[src/rtl/dmem_access_ctrl_if.sv]
// Request/response and word-memory port bundle between the MEM stage and the data memory controller.
// The slave modport is the controller's view; master is the datapath plus memory side.
interface dmem_access_ctrl_if #(
  parameter int unsigned ADDR_W = 32
);
  logic              req_valid;
  logic              req_ready;
  logic              req_we;
  logic [ADDR_W-1:0] req_addr;
  logic [1:0]        req_size;
  logic              req_signed;
  logic [31:0]       req_wdata;

  logic              resp_valid;
  logic [31:0]       resp_rdata;
  logic              resp_err;

  logic              mem_ewr;
  logic              mem_erd;
  logic [ADDR_W-1:0] mem_addr;
  logic [31:0]       mem_wdata;
  logic [31:0]       mem_rdata;

  modport slave (
    input  req_valid, req_we, req_addr, req_size, req_signed, req_wdata, mem_rdata,
    output req_ready, resp_valid, resp_rdata, resp_err,
    output mem_ewr, mem_erd, mem_addr, mem_wdata
  );

  modport master (
    output req_valid, req_we, req_addr, req_size, req_signed, req_wdata, mem_rdata,
    input  req_ready, resp_valid, resp_rdata, resp_err,
    input  mem_ewr, mem_erd, mem_addr, mem_wdata
  );
endinterface

[src/rtl/dmem_access_ctrl.sv]
// Data memory access controller: byte/half/word loads and stores onto a word-only memory port,
// with read-modify-write for sub-word stores and an error response for illegal requests.
module dmem_access_ctrl #(
  parameter int unsigned DEPTH  = 32,
  parameter int unsigned ADDR_W = 32
) (
  input  logic              clk,
  input  logic              rst,
  dmem_access_ctrl_if.slave bus
);

  localparam int unsigned DATA_W = 32;

  typedef enum logic [1:0] {S_IDLE, S_READ, S_WRITE, S_RESP} state_t;

  state_t              r_state;
  logic                r_we;
  logic [1:0]          r_size;
  logic [1:0]          r_lane;
  logic                r_signed;
  logic [DATA_W-1:0]   r_wdata;

  logic                r_ready;
  logic                r_resp_valid;
  logic [DATA_W-1:0]   r_resp_rdata;
  logic                r_resp_err;
  logic                r_mem_ewr;
  logic                r_mem_erd;
  logic [ADDR_W-1:0]   r_mem_addr;
  logic [DATA_W-1:0]   r_mem_wdata;

  logic [ADDR_W-1:0]   w_idx;
  logic                w_err;
  logic [4:0]          w_sh_b;
  logic [4:0]          w_sh_h;
  logic [7:0]          w_byte;
  logic [15:0]         w_half;
  logic [DATA_W-1:0]   w_load;
  logic [DATA_W-1:0]   w_merge;

  // Request classification works on the live request; it only feeds register inputs.
  always_comb begin
    w_idx = {2'b00, bus.req_addr[ADDR_W-1:2]};
    w_err = (bus.req_size == 2'b11)
         || (bus.req_size == 2'b01 && bus.req_addr[0])
         || (bus.req_size == 2'b10 && bus.req_addr[1:0] != 2'b00)
         || (w_idx >= ADDR_W'(DEPTH));
  end

  // Lane extraction for loads and lane merge for sub-word stores, from the latched request.
  always_comb begin
    w_sh_b = {r_lane, 3'b000};
    w_sh_h = {r_lane[1], 4'b0000};
    w_byte = 8'(bus.mem_rdata >> w_sh_b);
    w_half = 16'(bus.mem_rdata >> w_sh_h);
    w_load = bus.mem_rdata;
    w_merge = r_wdata;
    case (r_size)
      2'b00: begin
        w_load  = r_signed ? {{24{w_byte[7]}}, w_byte} : {24'd0, w_byte};
        w_merge = (bus.mem_rdata & ~(DATA_W'(8'hFF) << w_sh_b))
                | (DATA_W'(r_wdata[7:0]) << w_sh_b);
      end
      2'b01: begin
        w_load  = r_signed ? {{16{w_half[15]}}, w_half} : {16'd0, w_half};
        w_merge = (bus.mem_rdata & ~(DATA_W'(16'hFFFF) << w_sh_h))
                | (DATA_W'(r_wdata[15:0]) << w_sh_h);
      end
      default: ;
    endcase
  end

  always_ff @(posedge clk or posedge rst) begin
    if (rst) begin
      r_state      <= S_IDLE;
      r_we         <= 1'b0;
      r_size       <= 2'b00;
      r_lane       <= 2'b00;
      r_signed     <= 1'b0;
      r_wdata      <= '0;
      r_ready      <= 1'b1;
      r_resp_valid <= 1'b0;
      r_resp_rdata <= '0;
      r_resp_err   <= 1'b0;
      r_mem_ewr    <= 1'b0;
      r_mem_erd    <= 1'b0;
      r_mem_addr   <= '0;
      r_mem_wdata  <= '0;
    end else begin
      case (r_state)
        S_IDLE: begin
          if (bus.req_valid) begin
            r_we     <= bus.req_we;
            r_size   <= bus.req_size;
            r_lane   <= bus.req_addr[1:0];
            r_signed <= bus.req_signed;
            r_wdata  <= bus.req_wdata;
            r_ready  <= 1'b0;
            if (w_err) begin
              r_state      <= S_RESP;
              r_resp_valid <= 1'b1;
              r_resp_err   <= 1'b1;
              r_resp_rdata <= '0;
            end else if (!bus.req_we || bus.req_size != 2'b10) begin
              r_state    <= S_READ;
              r_mem_erd  <= 1'b1;
              r_mem_addr <= w_idx;
            end else begin
              r_state     <= S_WRITE;
              r_mem_ewr   <= 1'b1;
              r_mem_addr  <= w_idx;
              r_mem_wdata <= bus.req_wdata;
            end
          end
        end
        S_READ: begin
          r_mem_erd <= 1'b0;
          if (r_we) begin
            r_state     <= S_WRITE;
            r_mem_ewr   <= 1'b1;
            r_mem_wdata <= w_merge;
          end else begin
            r_state      <= S_RESP;
            r_mem_addr   <= '0;
            r_resp_valid <= 1'b1;
            r_resp_rdata <= w_load;
            r_resp_err   <= 1'b0;
          end
        end
        S_WRITE: begin
          r_state      <= S_RESP;
          r_mem_ewr    <= 1'b0;
          r_mem_addr   <= '0;
          r_mem_wdata  <= '0;
          r_resp_valid <= 1'b1;
          r_resp_rdata <= '0;
          r_resp_err   <= 1'b0;
        end
        S_RESP: begin
          r_state      <= S_IDLE;
          r_ready      <= 1'b1;
          r_resp_valid <= 1'b0;
          r_resp_rdata <= '0;
          r_resp_err   <= 1'b0;
        end
        default: r_state <= S_IDLE;
      endcase
    end
  end

  assign bus.req_ready  = r_ready;
  assign bus.resp_valid = r_resp_valid;
  assign bus.resp_rdata = r_resp_rdata;
  assign bus.resp_err   = r_resp_err;
  assign bus.mem_ewr    = r_mem_ewr;
  assign bus.mem_erd    = r_mem_erd;
  assign bus.mem_addr   = r_mem_addr;
  assign bus.mem_wdata  = r_mem_wdata;

endmodule

[src/flat_wrapper.sv]
// flat-port wrapper written by rule: the top's interface ports become plain ports
module dmem_access_ctrl_flat 
#(
  parameter int unsigned DEPTH  = 32,
  parameter int unsigned ADDR_W = 32
)
  (clk, rst, bus_req_valid, bus_req_we, bus_req_addr, bus_req_size, bus_req_signed, bus_req_wdata, bus_mem_rdata, bus_req_ready, bus_resp_valid, bus_resp_rdata, bus_resp_err, bus_mem_ewr, bus_mem_erd, bus_mem_addr, bus_mem_wdata);
  dmem_access_ctrl_if #(.ADDR_W(ADDR_W)) bus_i ();
  input  logic clk;
  input  logic rst;
  input wire logic [$bits(bus_i.req_valid)-1:0] bus_req_valid;
  input wire logic [$bits(bus_i.req_we)-1:0] bus_req_we;
  input wire logic [$bits(bus_i.req_addr)-1:0] bus_req_addr;
  input wire logic [$bits(bus_i.req_size)-1:0] bus_req_size;
  input wire logic [$bits(bus_i.req_signed)-1:0] bus_req_signed;
  input wire logic [$bits(bus_i.req_wdata)-1:0] bus_req_wdata;
  input wire logic [$bits(bus_i.mem_rdata)-1:0] bus_mem_rdata;
  output wire logic [$bits(bus_i.req_ready)-1:0] bus_req_ready;
  output wire logic [$bits(bus_i.resp_valid)-1:0] bus_resp_valid;
  output wire logic [$bits(bus_i.resp_rdata)-1:0] bus_resp_rdata;
  output wire logic [$bits(bus_i.resp_err)-1:0] bus_resp_err;
  output wire logic [$bits(bus_i.mem_ewr)-1:0] bus_mem_ewr;
  output wire logic [$bits(bus_i.mem_erd)-1:0] bus_mem_erd;
  output wire logic [$bits(bus_i.mem_addr)-1:0] bus_mem_addr;
  output wire logic [$bits(bus_i.mem_wdata)-1:0] bus_mem_wdata;
  assign bus_i.req_valid = bus_req_valid;
  assign bus_i.req_we = bus_req_we;
  assign bus_i.req_addr = bus_req_addr;
  assign bus_i.req_size = bus_req_size;
  assign bus_i.req_signed = bus_req_signed;
  assign bus_i.req_wdata = bus_req_wdata;
  assign bus_i.mem_rdata = bus_mem_rdata;
  assign bus_req_ready = bus_i.req_ready;
  assign bus_resp_valid = bus_i.resp_valid;
  assign bus_resp_rdata = bus_i.resp_rdata;
  assign bus_resp_err = bus_i.resp_err;
  assign bus_mem_ewr = bus_i.mem_ewr;
  assign bus_mem_erd = bus_i.mem_erd;
  assign bus_mem_addr = bus_i.mem_addr;
  assign bus_mem_wdata = bus_i.mem_wdata;
  dmem_access_ctrl #(.DEPTH(DEPTH), .ADDR_W(ADDR_W)) u_core (.clk(clk), .rst(rst), .bus(bus_i));
endmodule
[config.mk]
export PLATFORM = sky130hd
export DESIGN_NAME = dmem_access_ctrl_flat
export DESIGN_NICKNAME = d
export VERILOG_FILES = /design/src/rtl/dmem_access_ctrl_if.sv /design/src/rtl/dmem_access_ctrl.sv /design/src/flat_wrapper.sv
export SDC_FILE = /design/constraint.sdc
export NUM_CORES = 1
export LEC_CHECK = 0
export BUFFER_PORTS_ARGS = -buffer_cell sky130_fd_sc_hd__buf_4
export CAP_MARGIN = 20
export CORE_MARGIN = 4
export CORE_UTILIZATION = 48
export DETAILED_ROUTE_END_ITERATION = 8
export PLACE_DENSITY = 0.81
export SLEW_MARGIN = 20
export SYNTH_ARGS = -nofsm -noshare
export SYNTH_HDL_FRONTEND = slang
export SYNTH_SLANG_ARGS = --single-unit
[constraint.sdc]
create_clock -name clk -period 4.96 [get_ports clk]
set_clock_uncertainty 0.15 [all_clocks]
set_input_delay 0.992 -clock clk [delete_from_list [all_inputs] [get_ports clk]]
set_output_delay 0.992 -clock clk [all_outputs]
set_load 0.05 [all_outputs]
==> run metrics <==
Via Count between 6000 and 7000; pin count of the biggest net entering global routing between 80 and 90; Core ar. 14800 sq um; maxcap violations 0; DP HPWL 15600 um; hold path depth 2; worst-path fanout max 26; Netlist Area Pre-Place approximately 7300 sq um; fin area 9490 sq um; crit path capture type flop; adder-cell share of the synthesized area 0.00683; initial antenna violation count 0; Flop pwr share 0.259; syn_area_per_cell 10.6 sq um; LEAKAGE 4.69 nW; Max VDD drop ~0.54 mV; flop-to-flop setup slack 2100 ps; clock buffer depth 2; instance area at placement 8860 sq um; Gate power share 0.567; most common cell in the netlist dfrtp_1; port bufs roughly 200; largest family of logic cells by synthesized area multiplexers; data arrival time of the worst path 3030 ps; mux contribution to synthesized area 0.180; DR WL/cell 19.9 um; Reg2Reg Depth 5; Synth Warn # 0; Startpoint Class flop; layout cells sized above 1 0.400; status finished, final reports clean; height of the chip 132 um; Setup Viol. Count Final 0; final net count 975; FF/Latch Area 3480 sq um; count of final hold-check violations 0; sw frac 0.469; Pint 4.13 mW; Max Slew Vio Count 0; die area between 15000 and 20000 sq um; DRT antenna net count 0; Most used DFF post-synth dfrtp_1; Post-Route WL 21200 um; n_diodes 0; setup_tns 0 ps; RSZ-0062 raised after global routing false; FP Rows 44; # fillers 1209; crit path time final 2860 ps; area added between synthesis and finish 29.4%; number of DRC markers in iteration 0 around 740; global route total overflow 0; worst skew pair latency around 430 ps; ys async rst share 1.00; sequential area share after synthesis 0.475; CTS tree done; Worst-path clk slew 60 ps; overall power 7.78 mW; ranking of synthesized cells by area dfrtp_1 (47%), mux2_2 (14%), o21ai_0 (3.5%), inv_1 (2.9%), nor2b_1 (2.8%); Synth Area in Compound Gates 0.173; I/O pin count between 200 and 250; Reg-to-Reg Start u_core.r_size[0]; Pre-Repair DR Iteration Count 6; EDFF count, synth 0; Slew @ Worst Pin 990 ps; Fmax 0.350 GHz; Crit path required time 5130 ps; area occupied by multi-input gates ~3400 sq um; power per cell area 819 nW/um^2; total CTS buffers 17; commonest cells in the netlist dfrtp_1 (138), mux2_2 (90), inv_1 (56); H-tree depth 4; clock share of power 0.174; Placer Congestion 0.912; WS Path Type flop to flop; Synth cell types 53; GRT Util Overall 0.246; Clock Sinks 139; Worst Hold Launch u_core.r_wdata[17]; post-DR vias/cell 5.82; Hold Crit Endpoint u_core.r_wdata[17]; Starting Density 0.497; switching pwr 3.65 mW; Synth top area share 0.471; flops & latches, synth 139; HP Class flop to flop; DIE WIDTH 132 um; clk root buf clkbuf_16; drt drc 0; post-cts sizing count 0; area leader, netlist dfrtp_1; Hold-fix buffers, CTS 0; Synth Area in XOR/XNOR 0; Worst R2R End u_core.bus.mem_wdata[17]; Worst slew margin 0.340; fin crit share 0.576; first-pass GRT wire length ~34000 um; Post-CTS Setup Bufs 0; vias in the first global route 6135; Simple-Gate Fraction of Synth Area 0.0947; Mapped Cells 691
## how the worst max path moves through the flow
stage	from	slack, ps	depth (start not counted)	endpoint
finish	u_core.r_size[0]	2100	5	u_core.bus.mem_wdata[17]
global route	u_core.r_size[0]	1970	5	u_core.bus.mem_wdata[18]
CTS	u_core.r_size[0]	2150	5	u_core.bus.mem_wdata[17]
detailed placement	bus_req_addr[14]	1710	7	u_core.bus.resp_rdata[29]
global placement	bus_req_addr[8]	1730	7	u_core.bus.resp_rdata[22]
floorplan	rst	100	1	u_core.bus.mem_addr[0]
## power groups by stage
stage | combinational (mW) | sequential, mW | clock (mW)
floorplan | 2.26 | 3.07 | 0
global placement | 4.32 | 2.00 | 0
detailed placement | 4.39 | 2.02 | 0
CTS | 4.42 | 2.01 | 1.36
global route | 4.69 | 2.07 | 1.42
finish | 4.41 | 2.01 | 1.35
## sequential cells by signal (all words and copies together), names as in the netlist, 2 cells and up
signal and cells:
u_core.r_size 2, u_core.r_lane 2, u_core.bus.mem_wdata 32, u_core.bus.mem_addr 30, u_core.r_state 2, u_core.r_wdata 32
u_core.bus.resp_rdata 32
## metal layers
metal  vias up  GRT usage  share of wire
met4         0     0.0770          0.020
met1      2972      0.312           0.39
met2       347      0.389           0.47
met3        44     0.0986           0.12
li1       2839          -              -
met5         -          0              0
## stage by stage
| stage | worst slack (ps) | hold WS [ps] | util | std cells |
|---|---|---|---|---|
| 2_1_floorplan | 95.1 | 295 | - | 692 |
| 3_3_place_gp | 1730 | 308 | 0.601 | 1033 |
| 3_5_place_dp | 1710 | 316 | 0.601 | 1033 |
| 4_1_cts | 2150 | 333 | 0.643 | 1065 |
| 5_1_grt | 1970 | 356 | 0.643 | 1065 |
| 6_report | 2100 | 327 | 0.643 | 1065 |
## worst max-delay path, cell delays in order, from the launching register on
cell	delay, ps
dfrtp_1	680
nand2b_1	840
a21oi_1	180
a311oi_1	460
o22ai_1	150
mux2_2	280
## cells in the final DEF, fill, tap and decap left out, types with 8 or more instances in the layout
cell       count
a21oi_1       37
o221ai_1      17
inv_1         55
dfrtp_1      138
mux2i_1       15
nand2_1       45
nor3_1         9
and3_1        14
buf_4        211
o22ai_1       26
nor2b_1       33
mux2_2        90
nor2_1         8
o22a_1         8
a211oi_1       8
clkbuf_16     17
o21ai_0       51
o2bb2ai_1      8
## layout make-up
type | instances | share of cell area
clock buffer | 20 | 0.0492
clock inverter | 12 | 0.0170
inverter | 56 | 0.0227
multi-input combinational | 443 | 0.353
sequential | 139 | 0.367
tap | 184 | 0.0243
timing repair buffer | 211 | 0.167
## cells by family (layout without fill, tap and decap cells)
| kind of cell | after synthesis | in the layout |
|---|---|---|
| simple gates | 131 | 131 |
| other cells | 1 | 2 |
| flops | 139 | 139 |
| compound gates | 190 | 190 |
| fa+ha+maj | 4 | 4 |
| mux | 116 | 116 |
| buf+inv | 110 | 299 |
(Power assumes the default switching activity.)
